--- src/rtl/instruction_fetch.sv ---
// RV32I fetch stage: owns the fetch PC and drives a 1-cycle-latency instruction BRAM.
// It presents {inst, pc, valid} to decode, with a one-entry skid register to cover decode stalls.
module instruction_fetch #(
    parameter logic [31:0] RESET_PC  = 32'h0000_0000,
    parameter int          IM_ADDR_W = 10
) (
    input  logic                 clk,
    input  logic                 reset,
    output logic [IM_ADDR_W-1:0] im_addr,
    output logic                 im_re,
    input  logic [31:0]          im_data,
    input  logic                 stall,
    input  logic                 redirect,
    input  logic [31:0]          redirect_pc,
    output logic [31:0]          id_inst,
    output logic [31:0]          id_pc,
    output logic                 id_valid,
    output logic                 id_exc_misaligned
);

    localparam logic [31:0] NOP = 32'h0000_0013;

    typedef enum logic {
        S_RUN,
        S_TRAP
    } state_t;

    state_t      state, state_next;
    logic [31:0] pc_f, pc_f_next;
    logic        req_valid, req_valid_next;
    logic [31:0] req_pc, req_pc_next;
    logic        hold_valid, hold_valid_next;
    logic [31:0] hold_inst, hold_inst_next;
    logic [31:0] hold_pc, hold_pc_next;
    logic [31:0] trap_pc, trap_pc_next;
    logic        redirect_aligned;

    assign redirect_aligned = (redirect_pc[1:0] == 2'b00);

    always_ff @(posedge clk) begin
        if (reset) begin
            state      <= S_RUN;
            pc_f       <= RESET_PC;
            req_valid  <= 1'b0;
            req_pc     <= 32'h0;
            hold_valid <= 1'b0;
            hold_inst  <= NOP;
            hold_pc    <= 32'h0;
            trap_pc    <= 32'h0;
        end else begin
            state      <= state_next;
            pc_f       <= pc_f_next;
            req_valid  <= req_valid_next;
            req_pc     <= req_pc_next;
            hold_valid <= hold_valid_next;
            hold_inst  <= hold_inst_next;
            hold_pc    <= hold_pc_next;
            trap_pc    <= trap_pc_next;
        end
    end

    // Priority: redirect, then trap parking, then stall, then normal issue.
    always_comb begin
        state_next      = state;
        pc_f_next       = pc_f;
        req_valid_next  = req_valid;
        req_pc_next     = req_pc;
        hold_valid_next = hold_valid;
        hold_inst_next  = hold_inst;
        hold_pc_next    = hold_pc;
        trap_pc_next    = trap_pc;
        im_re           = 1'b0;
        im_addr         = pc_f[IM_ADDR_W+1:2];

        if (redirect) begin
            hold_valid_next = 1'b0;
            if (redirect_aligned) begin
                im_re          = 1'b1;
                im_addr        = redirect_pc[IM_ADDR_W+1:2];
                req_pc_next    = redirect_pc;
                req_valid_next = 1'b1;
                pc_f_next      = redirect_pc + 32'd4;
                state_next     = S_RUN;
            end else begin
                req_valid_next = 1'b0;
                trap_pc_next   = redirect_pc;
                state_next     = S_TRAP;
            end
        end else if (state == S_TRAP) begin
            state_next = S_TRAP;
        end else if (stall) begin
            // Park the in-flight BRAM word, because im_data will not persist past this cycle.
            if (req_valid && !hold_valid) begin
                hold_inst_next  = im_data;
                hold_pc_next    = req_pc;
                hold_valid_next = 1'b1;
                req_valid_next  = 1'b0;
            end
        end else begin
            hold_valid_next = 1'b0;
            im_re           = 1'b1;
            req_pc_next     = pc_f;
            req_valid_next  = 1'b1;
            pc_f_next       = pc_f + 32'd4;
        end

        if (reset) begin
            im_re = 1'b0;
        end
    end

    always_comb begin
        id_inst           = NOP;
        id_pc             = 32'h0;
        id_valid          = 1'b0;
        id_exc_misaligned = 1'b0;
        if (reset) begin
            id_valid = 1'b0;
        end else if (state == S_TRAP) begin
            id_pc             = trap_pc;
            id_valid          = 1'b1;
            id_exc_misaligned = 1'b1;
        end else if (hold_valid) begin
            id_inst  = hold_inst;
            id_pc    = hold_pc;
            id_valid = 1'b1;
        end else if (req_valid) begin
            id_inst  = im_data;
            id_pc    = req_pc;
            id_valid = 1'b1;
        end
    end

endmodule
--- config.mk ---
export PLATFORM = sky130hd
export DESIGN_NAME = instruction_fetch
export DESIGN_NICKNAME = d
export VERILOG_FILES = /design/src/rtl/instruction_fetch.sv
export SDC_FILE = /design/constraint.sdc
export NUM_CORES = 1
export LEC_CHECK = 0
export ABC_AREA = 0
export BUFFER_PORTS_ARGS = -buffer_cell sky130_fd_sc_hd__buf_2
export CAP_MARGIN = 40
export CORE_AREA = 8 8 138 140
export CTS_BUF_LIST = sky130_fd_sc_hd__clkbuf_8
export DETAILED_ROUTE_END_ITERATION = 16
export DIE_AREA = 0 0 146 148
export PLACE_DENSITY_LB_ADDON = 0.25
export RECOVER_POWER = 50
export SETUP_SLACK_MARGIN = 0.5
export SYNTH_ARGS = -nofsm -noshare
export SYNTH_HDL_FRONTEND = slang
export SYNTH_SLANG_ARGS = --single-unit
export TNS_END_PERCENT = 5
--- constraint.sdc ---
create_clock -name clk -period 2.3 [get_ports clk]
set_clock_uncertainty 0.05 [all_clocks]
set_input_delay 0.115 -clock clk [delete_from_list [all_inputs] [get_ports clk]]
set_output_delay 0.115 -clock clk [all_outputs]
set_load 0.02 [all_outputs]
After elaboration in Yosys (flattened, before gate mapping)
Cells that the tools add are included.

cells by class
  add/subtract/negate cells = 2
  multiply operators = 0
  div/mod/pow operators = 0
  $lt $le $gt $ge = 0
  equal/unequal tests = 5
  shifts and indexed selects = 0
  muxes and demuxes = 37
  bitwise gates (word level) = 3
  reductions and logical operators = 9

operators with widths
  operator                                                count
  2-to-1 mux 32 bit                                       16
  adder 32 x 3 -> 32 bit (second input constant)          2
  2-to-1 mux 10 bit                                       2
  2-to-1 mux 1 bit                                        19
  inequality test 2 x 1 -> 1 bit (second input constant)  3
  AND reduction 2 bit                                     3
  AND reduction 4 bit                                     1
  inequality test 3 x 1 -> 1 bit (second input constant)  1
  inverter 1 bit                                          3
  AND reduction 3 bit                                     1
  zero test 2 bit                                         1
  inequality test 2 bit (second input constant)           1
  OR reduction 2 bit                                      1
  logical AND 1 bit                                       1
  zero test 1 bit                                         1

storage, ports and cells
  register bits = 163
  latch bits = 0
  bits in writable memories = 0
  memory bits (read-only) = 0
  output and inout port bits = 77
  logic and storage cells = 64
  memories = 0

Longest topological paths before layout
  depth in word-level cells = 6
  depth in mapped cells = 13

Least setup slack after synthesis
No wires, ideal clock.

  path kind = input to register
  from = in redirect
  to = reg pc_f[28]
  library setup time = 132 ps
  arrival = 2322 ps
  required time = 2118 ps
  setup slack = -204 ps
  stages on the path = 13
  path buffers = 5
  path through = buf_2 > buf_4 > buf_2 > buf_2 > mux2_2 > ha_1 > inv_1 > a211oi_2 > buf_2 > nand4_1 > o311a_1 > nor3_1 > a21oi_1

on the way
  word-level cells in the longest chain between the ends = 2

ends and longest elaborated chain
  item                                                                                      RTL line  RTL
  from (decl)                                                                               13        input logic redirect,
  inequality test 2 x 1 -> 1 bit (no source line) or inequality test 2 bit (tied branches)  -
  AND reduction 3 bit (no source line)                                                      -
  to (signal assigned)                                                                      52        pc_f <= pc_f_next;
  to (decl)                                                                                 29        logic [31:0] pc_f, pc_f_next;

Several ways; a longest one is shown, not always the timed one.
A chain may end at the register's enable or synchronous reset.

Final worst setup path
  from = reg state
  to = out im_re

on the way
  word-level cells in the longest chain between the ends = 3

ends and longest elaborated chain
  item                    RTL line  RTL
  from (decl)             28        state_t state, state_next;
  from (signal assigned)  51        state <= state_next;
  2-to-1 mux 1 bit        89        end else if (state == S_TRAP) begin
  2-to-1 mux 1 bit        75        if (redirect) begin
  2-to-1 mux 1 bit        107       if (reset) begin
  to (decl)               10        output logic im_re,

No other way between the ends.

==> impl_metrics.ini <==
[critical_path]
cp_max_fo = 7
arrival_ps = 2020
crit_required_ps = 2130
startpoint_type = flip-flop
end_kind = primary output
reg2reg_slack_ps = 110
crit_type = flip-flop to primary output

[logic_synthesis]
synth_area_um2 = 8750
synth_top_area_share = 0.373
netlist_top_cells_count = 272 x nand2_1, 163 x dfxtp_1, 142 x a21oi_1, 142 x nor2_1, 72 x clkbuf_1
synthesis.instances = 1201
async_reset_ff_frac = 0
synth-compound-area-share = 0.245
synthAdderAreaFrac = 0.00143
synthSimpleGateAreaFrac = 0.271
synthTopCellsByArea = dfxtp_1 37%, nand2_1 12%, a21oi_1 8.1%
yosysMostFrequentCell = nand2_1
ys_seq_area_frac = 0.373
yosysUniqueCellTypes = 72
synth_nets = 1270
yosys_warnings = 0
synthMuxAreaShare = 0.0385
synth_ff_type = dfxtp_1
synthXorXnorAreaFrac = 0.0160
synth_area_leader_cell = dfxtp_1
synth_top_family_by_area = simple AND/OR/NAND/NOR gates
ys_ff_latch = 163
synth_edf_count = 0
syn_avg_cell_area_um2 = 7.29

[power_and_ir_drop]
powerDensity_nw_per_um2 = 589
power_w = 0.00670
peakVddDrop_uv = 385
p_leak_nw = 4.56

[global_routing]
grtUsageTotal = 0.267
grt_pass1_wl_um = 47600
grt_pass1_vias = 8900
antenna_found_initial = 0
grt_max_degree = 71
gr-total-overflow = 0

[timing]
fmax_mhz = 457
setup_viol = 0
rsz0062_at_grt = yes
drv_slew = 0
finalCriticalPeriod_ps = 2190
hold_viol_final = 16
finalCritPeriodShare = 0.951
whs_ps = -53.1
relSlewSlack = 0.504
tightest_slew_ps = 744

[layout]
synthToLayoutAreaGrowth_pct = 30.0
num-nets-final = 1482
n_antenna_cell = 0
nFillCells = 1469
final_util = 0.672
layout-drive-gt1-share = 0.204

[die]
start_util = 0.517
die-area_um2 = 21600
ios = 145
die_height_um = 148
std_cell_rows = 48
die_w_um = 146
core_um2 = 16900

[run]
drv_cap = 0

[clocking]
clkLatencyLatePin_ps = 460
cts_root_buffer = clkbuf_8
clockBufferDepth = 2
clock-sinks = 163
clk_pin_slew_ps = 80
htreeDepth = 4
cts_buffers = 17
cts_tree = yes

[detailed_routing]
drt-wirelength-per-cell_um = 18.2
drt-total-wl_um = 30000
drc = 0
drtAntennaViolNets = 0
dr.pass1.iters = 5
vias_per_cell = 5.89
drt_iter0_markers = 1043
num_vias = 9711

[hold_path]
hp-class = input port to flip-flop

[placement]
io_buffers = 144
gp_congestion = 0.894
dp_hpwl_um = 19100

[run_status]
failed_checks = hold timing
status = complete, but fails checks
[flip-flops by register name (all words and copies together) (netlist names)]
register,cells
hold_inst,32
hold_pc,32
hold_valid,1
pc_f,32
req_pc,32
req_valid,1
state,1
trap_pc,32
[layer usage]
| layer | up-vias | wire length [µm] | GRT usage |
|---|---|---|---|
| met5 | - | 0 | 0 |
| met4 | 0 | 459 | 0.0757 |
| met3 | 37 | 2870 | 0.0575 |
| met2 | 474 | 13300 | 0.400 |
| met1 | 4538 | 13300 | 0.379 |
| li1 | 4662 | - | - |
[layout make-up]
| cell class | count | area (µm²) | area share |
|---|---|---|---|
| Multi-Input combinational cell | 922 | 5100 | 0.449 |
| Sequential cell | 163 | 3270 | 0.288 |
| Timing Repair Buffer | 297 | 2200 | 0.194 |
| Clock inverter | 13 | 215 | 0.0189 |
| Inverter | 12 | 51.3 | 0.00451 |
| Tap cell | 225 | 282 | 0.0247 |
| Clock buffer | 18 | 248 | 0.0218 |
[through the flow]
stage               instances  cell area (µm²)  worst slack [ps]  setup TNS [ps]
finish                   1650            11400               112               0
floorplan                1201             8800             -71.8           -71.8
CTS                      1634            11200               246               0
detailed placement       1526             9900              65.3               0
global placement         1526             9900               104               0
global route             1650            11400              57.3               0
[cells in the final DEF, fill, tap and decap left out, types with 5 or more instances in the layout]
master and count:
nand2_1 272, dfxtp_1 158, nor2_1 141, a21oi_1 141
buf_2 140, dlygate4sd3_1 65, buf_4 62, o21ai_0 46
a22oi_1 36, a211oi_1 28, mux2i_1 27, nand3_1 24
and3_1 23, a221o_1 20, clkbuf_8 18, nor3_1 14
inv_1 12, nand4_1 11, xnor2_1 10, buf_12 8
nand3b_1 7, a31oi_1 7, clkbuf_1 7, nor2b_1 6
nand4b_1 6, nor4_1 6, xor2_1 6, bufinv_16 6
buf_6 6, o22ai_1 5
[kinds of logic after synthesis]
family / count (synthesis)
and+or+nand+nor: 537
AOI/OAI and AO/OA: 335
DFF: 163
buffers and inverters: 116
muxes: 33
xor gates and xnor gates: 16
adders and majority gates: 1
[report_power, final]
part	switching, W	total (W)	internal [W]
Combinational	0.000728	0.00121	0.000482
Clock	0.00105	0.00246	0.00141
Sequential	0.0000959	0.00304	0.00294
Total	0.00187	0.00670	0.00483
[worst max-delay path, cell delays in order (launching register included)]
cell and delay [ps]:
dfxtp_2 370, nor2_1 70, a21oi_1 590, buf_4 270
nor2_2 80, buf_2 180
[worst paths after layout]
path / from / end / cells past startpoint
min: reset / pc_f[2] / 2
max: state / im_re / 5
max reg2reg: state / pc_f[31] / 7
min reg2reg: trap_pc[10] / trap_pc[10] / 2
[repair_timing]
action,CTS,global route
pin swaps,9,10
hold buffers,63,2
gates cloned,1,4
resized for setup,23,12
hold endpoints to repair,85,16
endpoints found under the setup margin,101,156
setup buffers,13,10
Power figures use the tool's default switching activity.
